### src/rtl/ila_dump_ctrl.sv
// Readout sequencer: walks the circular ILA capture buffer and streams a framed
// byte sequence (header, sample bytes MSB first, checksum) to a UART transmitter.
module ila_dump_ctrl #(
    parameter int          SAMPLE_WIDTH = 32,
    parameter int          DEPTH_LOG2   = 10,
    parameter logic [7:0]  HEADER_BYTE  = 8'hA5
) (
    input  logic                    i_sys_clk,
    input  logic                    i_rst,
    input  logic                    i_start,
    input  logic [DEPTH_LOG2-1:0]   i_start_addr,
    output logic [DEPTH_LOG2-1:0]   o_rd_addr,
    output logic                    o_rd_en,
    input  logic [SAMPLE_WIDTH-1:0] i_rd_data,
    output logic                    o_Tx_DV,
    output logic [7:0]              o_Tx_Byte,
    input  logic                    i_Tx_Done,
    output logic                    o_busy,
    output logic                    o_done
);

    localparam int BYTES = SAMPLE_WIDTH / 8;
    localparam int IDX_W = (BYTES > 1) ? $clog2(BYTES) : 1;
    localparam logic [IDX_W-1:0]    LAST_IDX = IDX_W'(BYTES - 1);
    localparam logic [DEPTH_LOG2:0] ALL_SAMPLES = {1'b1, {DEPTH_LOG2{1'b0}}};

    typedef enum logic [2:0] {
        IDLE, SEND, WAIT_HI, WAIT_LO, READ, LATCH, CHECK, FINISH
    } state_t;

    // Which part of the frame the byte in flight belongs to.
    typedef enum logic [1:0] {PH_HDR, PH_DATA, PH_CHK} phase_t;

    state_t                  state, state_d;
    phase_t                  phase, phase_d;
    logic [DEPTH_LOG2-1:0]   addr, addr_d;
    logic [DEPTH_LOG2:0]     sample_cnt, sample_cnt_d;
    logic [IDX_W-1:0]        byte_idx, byte_idx_d;
    logic [SAMPLE_WIDTH-1:0] sample, sample_d;
    logic [SAMPLE_WIDTH-1:0] sample_shl;
    logic [7:0]              checksum, checksum_d;
    logic [7:0]              tx_byte, tx_byte_d;

    assign sample_shl = sample << 8;

    // NOTE: clocked state uses non-blocking assignments so every register
    // samples the pre-edge values, independent of statement order.
    always_ff @(posedge i_sys_clk or posedge i_rst) begin
        if (i_rst) begin
            state      <= IDLE;
            phase      <= PH_HDR;
            addr       <= '0;
            sample_cnt <= '0;
            byte_idx   <= '0;
            sample     <= '0;
            checksum   <= '0;
            tx_byte    <= '0;
        end else begin
            state      <= state_d;
            phase      <= phase_d;
            addr       <= addr_d;
            sample_cnt <= sample_cnt_d;
            byte_idx   <= byte_idx_d;
            sample     <= sample_d;
            checksum   <= checksum_d;
            tx_byte    <= tx_byte_d;
        end
    end

    always_comb begin
        // NOTE: every signal gets a default before the case so no path
        // leaves one unassigned, which would infer a latch.
        state_d      = state;
        phase_d      = phase;
        addr_d       = addr;
        sample_cnt_d = sample_cnt;
        byte_idx_d   = byte_idx;
        sample_d     = sample;
        checksum_d   = checksum;
        tx_byte_d    = tx_byte;

        case (state)
            IDLE: begin
                if (i_start) begin
                    addr_d       = i_start_addr;
                    sample_cnt_d = '0;
                    byte_idx_d   = '0;
                    checksum_d   = '0;
                    phase_d      = PH_HDR;
                    tx_byte_d    = HEADER_BYTE;
                    state_d      = SEND;
                end
            end
            SEND:    state_d = WAIT_HI;
            WAIT_HI: if (i_Tx_Done) state_d = WAIT_LO;
            WAIT_LO: begin
                if (!i_Tx_Done) begin
                    case (phase)
                        PH_HDR: begin
                            phase_d = PH_DATA;
                            state_d = READ;
                        end
                        PH_DATA: begin
                            if (byte_idx != LAST_IDX) begin
                                sample_d   = sample_shl;
                                tx_byte_d  = sample_shl[SAMPLE_WIDTH-1 -: 8];
                                checksum_d = checksum + sample_shl[SAMPLE_WIDTH-1 -: 8];
                                byte_idx_d = byte_idx + 1'b1;
                                state_d    = SEND;
                            end else if (sample_cnt == ALL_SAMPLES) begin
                                tx_byte_d = checksum;
                                phase_d   = PH_CHK;
                                state_d   = CHECK;
                            end else begin
                                addr_d  = addr + 1'b1;
                                state_d = READ;
                            end
                        end
                        default: state_d = FINISH;
                    endcase
                end
            end
            READ:  state_d = LATCH;
            // Read data arrives exactly one cycle after the READ strobe.
            LATCH: begin
                sample_d     = i_rd_data;
                tx_byte_d    = i_rd_data[SAMPLE_WIDTH-1 -: 8];
                checksum_d   = checksum + i_rd_data[SAMPLE_WIDTH-1 -: 8];
                byte_idx_d   = '0;
                sample_cnt_d = sample_cnt + 1'b1;
                state_d      = SEND;
            end
            CHECK:  state_d = WAIT_HI;
            FINISH: state_d = IDLE;
            default: state_d = IDLE;
        endcase
    end

    assign o_rd_addr = addr;
    assign o_rd_en   = (state == READ);
    assign o_Tx_DV   = (state == SEND) || (state == CHECK);
    assign o_Tx_Byte = tx_byte;
    assign o_busy    = (state != IDLE) && (state != FINISH);
    assign o_done    = (state == FINISH);

endmodule

### config.mk
export PLATFORM = sky130hd
export DESIGN_NAME = ila_dump_ctrl
export DESIGN_NICKNAME = d
export VERILOG_FILES = /design/src/rtl/ila_dump_ctrl.sv
export SDC_FILE = /design/constraint.sdc
export NUM_CORES = 1
export LEC_CHECK = 0
export CAP_MARGIN = 40
export CORE_ASPECT_RATIO = 0.7
export CORE_UTILIZATION = 40
export DETAILED_ROUTE_END_ITERATION = 7
export MAX_ROUTING_LAYER = met4
export PLACE_DENSITY_LB_ADDON = 0.3
export RECOVER_POWER = 100
export REMOVE_ABC_BUFFERS = 1
export SYNTH_ARGS = -nofsm -noshare
export SYNTH_HDL_FRONTEND = slang
export SYNTH_SLANG_ARGS = --single-unit
### constraint.sdc
create_clock -name i_sys_clk -period 2.7 [get_ports i_sys_clk]
set_clock_uncertainty 0.1 [all_clocks]
set_input_delay 0.675 -clock i_sys_clk [delete_from_list [all_inputs] [get_ports i_sys_clk]]
set_output_delay 0.675 -clock i_sys_clk [all_outputs]
set_load 0.05 [all_outputs]
* Word level (Yosys, flattened, before mapping)
Cells that the tools add are included.
** Storage, ports and cells
- Input bits :: 46
- Output and inout bits :: 22
- Register bits after elaboration :: 68
- Logic and storage cells :: 92
** Cells by class
- Mux-type cells :: 40
- Add/sub/neg operators :: 5
- Reduce and logical (&&, ||, !) cells :: 17
- Eq/ne operators :: 22
** Operator list (number)
- $mux 24 :: 3
- $mux 8 :: 9
- $mux 10 :: 5
- $pmux 24 s2 :: 1
- $pmux 8 s3 :: 2
- $pmux 11 s2 :: 1
- $pmux 3 s7 :: 1
- $pmux 10 s2 :: 1
- $add 8x8->8 :: 2
- $mux 2 :: 8
- $ne 2x2->1 const B :: 8
- $eq 3x3->1 const B :: 4
- $mux 3 :: 4
- $ne 3x3->1 const B :: 4
- $reduce_and 6->1 :: 2
- $add 11x1->11 const B :: 1
- $eq 11x11->1 const B :: 1
- $mux 11 :: 1
- $add 10x1->10 const B :: 1
- $reduce_and 5->1 :: 2
- $pmux 2 s2 :: 2
- $eq 3x2->1 const B :: 2
- $pmux 2 s3 :: 1
- $pmux 3 s2 :: 1
- 14 further kinds :: 17

* Depth between registers and ports, before layout
Gate-level depths: netlist of run 1.
- Depth in word-level cells :: 6
- Mapped depth :: 14
- Mapped depth without buffers :: 12

* Least setup slack after synthesis of run 1
Ideal clock, no wire load.
- Path type :: register -> register
- Start :: register state[1]
- End :: register checksum[6]
- Setup slack :: -0.193 ns
- Arrival :: 2.671 ns
- Cell stages (with the launch flop) :: 15
- Period minus slack after synthesis :: 2.893 ns
- Cell sequence :: dfrtp_1 -> buf_6 -> nand3b_1 -> buf_2 -> buf_1 -> nand2_1 -> nand2_1 -> ha_1 -> inv_1 -> fa_1 -> nor2b_1 -> o31a_1 -> o21a_1 -> or3_1 -> a32o_1
** On the way
- Word-level cells in the longest chain between the ends :: 3
** Ends and longest elaborated chain
- start, declared :: RTL line 34 : state_t state, state_d;
- start signal, assigned :: RTL line 59 : state <= state_d;
- $eq 3x2->1, or another cell as far along :: RTL line 82 : case (state)
- $ne 2x2->1 (no line) / $reduce_bool 3->1 (equally long branches)
- $reduce_and 5->1 (no line)
- end signal, assigned :: RTL line 65 : checksum <= checksum_d;
- end, declared :: RTL line 41 : logic [7:0] checksum, checksum_d;
Several ways; a longest one is shown, not always the timed one.
A chain may end at the register's enable or synchronous reset.

* Worst setup path after layout of run 1
- Start :: register state[0]
- End :: register checksum[6]
The elaborated chain is that of the path after synthesis.

==> out/qor.log, run 1 <==
qor: status.run_status completed
qor: pwr.seq_power_share 30.1%
qor: synth.synth_adder_area_share 4.09%
qor: layout.utilization_after_layout 54.5%
qor: floorplan.die_area 0.0100 mm2
qor: synth.yosys_warnings 0
qor: synth.synth_compound_area_share 21.1%
qor: pwr.internal_power 3.57 mW
qor: synth.synth.area.mux_share 6.01%
qor: pwr.clock_power_share 17.7%
qor: synth.synthDistinctLibCells 61
qor: placed_design.finalWeightedCongestion 0.833
qor: synth.count_of_flip_flops_with_a_built_in_enable_after_synthesis 0
qor: worst_setup_path.critical_path_arrival 2.71 ns
qor: clocking.clk_path_buf_depth 2
qor: timing.max_slew.worst_pin.slew 0.943 ns
qor: global_routing.largest_net_degree_at_the_start_of_global_routing 69
qor: floorplan.coreArea 0.00922 mm2
qor: job.maxCapViolCount 0
qor: layout.area_growth_from_synthesis_to_layout 30.4%
qor: global_routing.grt_pass1_vias 3,163
qor: timing.timing.final.crit_share 96.2%
qor: routing.num_vias 3,334
qor: layout.finalNonFillerCells 622
qor: global_routing.grt-ovfl-total 0
qor: synth.seq_area_frac_synth 44.2%
qor: pwr.netSwitchingPower 2.78 mW
qor: clocking.cts_tree yes
qor: clocking.cts_buffers 9
qor: synth.synth_top_area_cells sky130_fd_sc_hd__dfrtp_1 (44%), sky130_fd_sc_hd__nand2_1 (7.2%), sky130_fd_sc_hd__ha_1 (3.6%), sky130_fd_sc_hd__a22o_1 (3.4%), sky130_fd_sc_hd__mux2i_1 (3.4%)
qor: pwr.totalPowerFinal 6.35 mW
qor: synth.yosys.area_share.simple 19.4%
qor: floorplan.floorplan.die.height 84.1 um
qor: timing.final.hold.worst_slack 0.386 ns
qor: floorplan.horizontal_extent_of_the_die 119 um
qor: worst_setup_path.crit_path_end_kind register
qor: hold_path.hold_path.class reg -> reg
qor: timing.period_minus_slack 2.60 ns
qor: global_routing.first_pass_grt_wire_length 15.4 mm
qor: clocking.cts_htree_levels 3
qor: pwr.power.share.combinational 52.2%
qor: synth.synthesis.instances 408
qor: routing.detail_route.iter0.violations 217
qor: routing.first_pass_iteration_count_of_the_detailed_router 4
qor: pwr.power_leakage 2.17 nW
qor: timing.finalHoldViolCount 0
qor: layout.layout.cells.most_common sky130_fd_sc_hd__nand2_1
qor: worst_setup_path.cp_slowest_cell sky130_fd_sc_hd__dfrtp_1
qor: timing.finalSetupViolCount 0
qor: floorplan.io_pins 68
qor: synth.synthDominantAreaCellType sky130_fd_sc_hd__dfrtp_1
qor: placed_design.dp_cells 604
qor: routing.post-route-drc-count 0
qor: worst_setup_path.max_stage_delay 0.42 ns
qor: timing.maxClockFrequency 385 MHz
qor: layout.final_net_count 551
qor: synth.post_syn_area_per_cell 9.44 um2
qor: clocking.numClockSinks 68
qor: placed_design.dp_hpwl 6.46 mm
qor: worst_setup_path.crit_path_max_fanout 5
qor: routing.ant_nets 0
qor: pwr.power_per_cell_area 1260 mW/mm2
qor: routing.wl_per_instance 14.9 um
qor: timing.fin_tns_setup 0 ns
qor: clocking.worst_skew_pair.late_latency 0.33 ns
qor: floorplan.initial_utilization 41.8%
qor: routing.detail_route.wirelength 9.28 mm
qor: synth.synth-main-ff-cell sky130_fd_sc_hd__dfrtp_1
qor: worst_setup_path.critical_path_rt 2.81 ns
qor: synth.syn-cell-area 0.00385 mm2
qor: synth.synth_async_sr_flop_share 100%
qor: global_routing.grt_usage 20.2%
qor: synth.synth_seq_cells 68
qor: routing.viasPerCell 5.36
qor: layout.drive_above_1_share 13.1%
qor: synth.synth_largest_type_area_fraction 44.2%
qor: pwr.ir_drop 0.405 mV
qor: synth.post_synth_xor_area_fraction 0.682%
qor: worst_setup_path.cp_cell_sequence nand2_1, nor2_4, buf_12, nand2_1, nand2_1, ha_1, nor2b_1, o31a_1, o21a_1, or3_1, a32o_1
qor: timing.maxSlewHeadroom 37.2%
qor: layout.antenna_cell_count 0
qor: clocking.cts_hold_repair.buffers 0
qor: worst_setup_path.cp_common_cell sky130_fd_sc_hd__nand2_1
qor: floorplan.std_cell_rows 29
qor: pwr.power.switching_fraction 43.7%
qor: worst_setup_path.crit_type reg -> reg
qor: placed_design.io_buffers 67
qor: worst_setup_path.critPathLaunchType register
qor: clocking.path_clk_slew 0.06 ns
qor: synth.synth_top_family_by_area compound AO/OA/AOI/OAI gates
qor: global_routing.grt_antenna_before_repair 0
qor: clocking.cell_at_the_root_of_the_clock_tree sky130_fd_sc_hd__clkbuf_16
qor: timing.final-max-slew-violation-count 0
qor: layout.layout.cells.most_common_list sky130_fd_sc_hd__nand2_1 (73), sky130_fd_sc_hd__dfrtp_1 (67), sky130_fd_sc_hd__clkdlybuf4s50_1 (42), sky130_fd_sc_hd__nor2_1 (33), sky130_fd_sc_hd__o21ai_0 (27)
==> repair_timing <==
action                                  CTS  global route
endpoints found under the setup margin    0             2
setup buffers                             0             2
resized for setup                         0             4
==> sequential cells by signal (all words and copies together) (netlist names) <==
signal and flops:
o_rd_addr 10, o_Tx_Byte 8, checksum 8, sample_cnt 11
byte_idx 2, phase 2, sample 24, state 3
==> critical path: cells and delay by family, from the launching register on <==
kind	cells	cell delay (ns)
AO/OA/AOI/OAI	3	0.69
adder cells (fa/ha/maj)	1	0.23
buffers and inverters	1	0.13
flip-flops	1	0.42
AND/OR/NAND/NOR	6	0.91
==> stage by stage <==
stage	cell area, um2	setup WS [ns]
final	5020	0.102
after global routing	5020	-0.00678
after CTS	5040	0.0416
after detailed placement	4750	-0.266
after global placement	4750	-0.236
after floorplan	3720	-0.696
==> Yosys cell counts, types with 3 or more instances <==
cell / instances
sky130_fd_sc_hd__a21o_1: 4
sky130_fd_sc_hd__a21oi_1: 15
sky130_fd_sc_hd__a22o_1: 15
sky130_fd_sc_hd__a2bb2oi_1: 4
sky130_fd_sc_hd__a31oi_1: 19
sky130_fd_sc_hd__and3_1: 6
sky130_fd_sc_hd__buf_2: 6
sky130_fd_sc_hd__buf_4: 4
sky130_fd_sc_hd__buf_6: 4
sky130_fd_sc_hd__clkbuf_1: 6
sky130_fd_sc_hd__dfrtp_1: 68
sky130_fd_sc_hd__ha_1: 11
sky130_fd_sc_hd__inv_1: 11
sky130_fd_sc_hd__mux2_1: 5
sky130_fd_sc_hd__mux2_2: 4
sky130_fd_sc_hd__mux2i_1: 13
sky130_fd_sc_hd__nand2_1: 74
sky130_fd_sc_hd__nand2b_1: 5
sky130_fd_sc_hd__nand3_1: 10
sky130_fd_sc_hd__nand3b_1: 3
sky130_fd_sc_hd__nand4_1: 6
sky130_fd_sc_hd__nor2_1: 33
sky130_fd_sc_hd__o211ai_1: 7
sky130_fd_sc_hd__o21ai_0: 23
sky130_fd_sc_hd__o21ai_1: 4
==> power by group through the flow <==
stage / registers, mW / logic (mW) / clock network [mW]
after floorplan: 2.28 / 1.94 / 0
after global placement: 1.89 / 3.33 / 0
after detailed placement: 1.92 / 3.41 / 0
after CTS: 1.91 / 3.43 / 1.15
after global routing: 1.97 / 3.63 / 1.20
final: 1.91 / 3.31 / 1.12
==> final timing paths <==
check,from,endpoint,slack (ns),cells after the start
max,state[0]$_DFFE_PP0P_,checksum[6]$_DFFE_PP0P_,0.10,11
min,o_Tx_Byte[4]$_DFFE_PP0P_,o_Tx_Byte[4]$_DFFE_PP0P_,0.39,1
max reg2reg,state[0]$_DFFE_PP0P_,checksum[6]$_DFFE_PP0P_,0.10,11
min reg2reg,o_Tx_Byte[4]$_DFFE_PP0P_,o_Tx_Byte[4]$_DFFE_PP0P_,0.39,1
max in group asynchronous,i_rst,state[2]$_DFFE_PP0P_,0.83,3
min in group asynchronous,i_rst,sample[7]$_DFFE_PP0P_,1.00,3
==> area by class of cell <==
cell class	count	area, um2
Clock buffer	13	270
Clock inverter	3	20.0
Fill cell	847	4200
Inverter	11	41.3
Multi-Input combinational cell	308	1950
Sequential cell	68	1700
Tap cell	124	155
Timing Repair Buffer	95	875
==> logic make-up after synthesis <==
logic type,after synthesis
AOI/OAI and AO/OA,114
and+or+nand+nor,157
buffers and inverters,32
muxes,22
DFF,68
adders and majority gates,12
xor gates and xnor gates,3
==> routing by layer <==
metal	part of all wire, %	track usage (%)	vias up
met5	0	-	-
met4	0.69	5.75	0
met3	6.9	5.53	6
met2	42	28.2	105
met1	50	28.4	1583
li1	-	-	1640
Note: power is estimated with default switching activity, not from simulation.
==> inputs of run 2 (changes only) <==
--- a/config.mk
+++ b/config.mk
@@ -5,7 +5,7 @@
 export SDC_FILE = /design/constraint.sdc
 export NUM_CORES = 1
 export LEC_CHECK = 0
-export CAP_MARGIN = 40
+export CAP_MARGIN = 20
 export CORE_ASPECT_RATIO = 0.7
 export CORE_UTILIZATION = 40
 export DETAILED_ROUTE_END_ITERATION = 7
@@ -13,6 +13,7 @@
 export PLACE_DENSITY_LB_ADDON = 0.3
 export RECOVER_POWER = 100
 export REMOVE_ABC_BUFFERS = 1
+export SLEW_MARGIN = 40
 export SYNTH_ARGS = -nofsm -noshare
 export SYNTH_HDL_FRONTEND = slang
 export SYNTH_SLANG_ARGS = --single-unit
==> out/qor.log, run 2 (synthesized netlist as in run 1, its figures left out) <==
qor: job.maxCapViolCount 0 [unchanged]
qor: placed_design.io_buffers 67 [unchanged]
qor: timing.period_minus_slack 2.59 ns [-0.0107 ns]
qor: timing.finalHoldViolCount 0 [unchanged]
qor: worst_setup_path.critical_path_arrival 2.69 ns [-0.02 ns]
qor: floorplan.die_area 0.0100 mm2 [unchanged]
qor: routing.wl_met1 4.81 mm [+3.1%]
qor: routing.num_vias 3,319 [-0.45%]
qor: timing.timing.final.crit_share 95.8% [-0.40 points]
qor: floorplan.std_cell_rows 29 [unchanged]
qor: pwr.power_per_cell_area 1270 mW/mm2 [+0.23%]
qor: worst_setup_path.crit_path_end_kind register
qor: global_routing.grt-ovfl-total 0 [unchanged]
qor: layout.final.fill_count 845 [-0.24%]
qor: timing.finalSetupViolCount 0 [unchanged]
qor: clocking.worst_skew_pair.late_latency 0.33 ns [about the same]
qor: routing.dr_wl_met2 3.87 mm [-0.97%]
qor: clocking.path_clk_slew 0.06 ns [about the same]
qor: timing.fin_tns_setup 0 ns [unchanged]
qor: hold_path.hold_path.class reg -> reg
qor: pwr.ir_drop 0.407 mV [+0.59%]
qor: clocking.numClockSinks 68 [unchanged]
qor: timing.setup_ws 0.113 ns [+0.0107 ns]
qor: clocking.cts_buffers 9 [unchanged]
qor: routing.routed.top_layer met4
qor: routing.detail_route.wirelength 9.25 mm [-0.27%]
qor: global_routing.grt_usage 20.2% [unchanged]
qor: worst_setup_path.critPathLaunchType input port
qor: timing.max_slew.worst_pin.slew 0.939 ns [-0.00317 ns]
qor: clocking.cts_hold_repair.buffers 0 [unchanged]
qor: global_routing.first_pass_grt_wire_length 15.4 mm [unchanged]
qor: routing.viasPerCell 5.34 [-0.45%]
qor: clocking.cts_tree yes
qor: clocking.cell_at_the_root_of_the_clock_tree sky130_fd_sc_hd__clkbuf_16
qor: layout.largest_register_by_flop_count sample
qor: layout.utilization_after_layout 54.5% [about the same]
qor: timing.final-max-slew-violation-count 0 [unchanged]
qor: floorplan.coreArea 0.00922 mm2 [unchanged]
qor: layout.final_net_count 551 [unchanged]
qor: timing.maxSlewHeadroom 37.4% [+0.21 points]
qor: routing.detail_route.iter0.violations 185 [-15%]
qor: floorplan.initial_utilization 41.8% [unchanged]
qor: placed_design.finalWeightedCongestion 0.833 [unchanged]
qor: routing.post-route-drc-count 0 [unchanged]
qor: pwr.power_leakage 2.17 nW [about the same]
qor: worst_setup_path.crit_type in -> reg
qor: timing.maxClockFrequency 387 MHz [+0.41%]
qor: floorplan.io_pins 68 [unchanged]
qor: layout.sequential_cell_area 0.00170 mm2 [unchanged]
qor: layout.largest_register_ff_count 24 [unchanged]
qor: routing.metal3_wl 486 um [-24%]
qor: clocking.clk_path_buf_depth 2 [unchanged]
qor: global_routing.grt_antenna_before_repair 0 [unchanged]
qor: worst_setup_path.reg2reg_setup_slack 0.11 ns [about the same]
qor: placed_design.place_ws -0.266 ns [unchanged]
qor: worst_setup_path.critical_path_rt 2.81 ns [about the same]
qor: layout.area_growth_from_synthesis_to_layout 30.5% [about the same]
qor: layout.drive_above_1_share 13.5% [+0.40 points]
qor: layout.layout.cells.most_common_list sky130_fd_sc_hd__nand2_1 (73), sky130_fd_sc_hd__dfrtp_1 (67), sky130_fd_sc_hd__clkdlybuf4s50_1 (42), sky130_fd_sc_hd__nor2_1 (32)
qor: clocking.cts_htree_levels 3 [unchanged]
qor: worst_setup_path.crit_path_max_fanout 8 [+3]
qor: routing.ant_nets 0 [unchanged]
qor: layout.antenna_cell_count 0 [unchanged]
qor: floorplan.horizontal_extent_of_the_die 119 um [unchanged]
qor: layout.multi_input_gate_area_in_the_final_layout 0.00196 mm2 [+0.26%]
qor: global_routing.largest_net_degree_at_the_start_of_global_routing 69 [unchanged]
qor: status.run_status completed
qor: floorplan.floorplan.die.height 84.1 um [unchanged]
qor: routing.wl_per_instance 14.9 um [-0.27%]
qor: global_routing.grt_pass1_vias 3,163 [unchanged]
qor: routing.first_pass_iteration_count_of_the_detailed_router 5 [+1]
qor: placed_design.dp_hpwl 6.46 mm [unchanged]
qor: layout.layout.cells.most_common sky130_fd_sc_hd__nand2_1
-- run 2: timing repair --
| item | 4_1_cts | 5_1_grt |
|---|---|---|
| gates resized for setup | 0 | 4 |
| setup buffers | 0 | 2 |
| setup endpoints to repair | 0 | 2 |
-- run 2: per-stage QoR --
step	hold WS [ns]	total power, mW	cells	area, um2
finish	0.386	6.37	622	5020
global route	0.406	6.83	622	5020
CTS	0.394	6.49	620	5040
detailed placement	0.381	5.34	604	4750
global placement	0.371	5.22	604	4750
floorplan	0.349	4.22	387	3720
-- run 2: critical path, stage by stage --
cell and delay (ns):
sky130_fd_sc_hd__dlygate4sd3_1 0.54, sky130_fd_sc_hd__or3b_4 0.38, sky130_fd_sc_hd__a21oi_2 0.48, sky130_fd_sc_hd__o22ai_4 0.24
sky130_fd_sc_hd__mux2_1 0.37
-- run 2: power breakdown --
| part | internal, mW | switching, mW |
|---|---|---|
| Combinational | 1.38 | 1.95 |
| Sequential | 1.50 | 0.409 |
| Clock | 0.695 | 0.434 |
| Total | 3.58 | 2.79 |
-- run 2: path summary, 6_finish.rpt --
path | depth (start not counted) | to | startpoint
setup reg to reg | 11 | checksum[6]$_DFFE_PP0P_ | state[0]$_DFFE_PP0P_
min in group asynchronous | 3 | sample[7]$_DFFE_PP0P_ | i_rst
hold reg to reg | 1 | o_Tx_Byte[4]$_DFFE_PP0P_ | o_Tx_Byte[4]$_DFFE_PP0P_
setup / recovery | 5 | o_Tx_Byte[1]$_DFFE_PP0P_ | i_start
max in group asynchronous | 3 | state[2]$_DFFE_PP0P_ | i_rst
hold / removal | 1 | o_Tx_Byte[4]$_DFFE_PP0P_ | o_Tx_Byte[4]$_DFFE_PP0P_
-- run 2: layout make-up --
| cell class | count | area share [%] |
|---|---|---|
| Clock buffer | 13 | 5.38 |
| Multi-Input combinational cell | 308 | 39.0 |
| Clock inverter | 3 | 0.399 |
| Timing Repair Buffer | 95 | 17.4 |
| Inverter | 11 | 0.822 |
| Tap cell | 124 | 3.09 |
| Sequential cell | 68 | 33.9 |
-- run 2: layer usage --
layer,vias to the layer above,global-route usage [%]
met1,1577,28.4
li1,1644,-
met2,89,28.2
met4,0,5.75
met3,9,5.53
met5,-,-
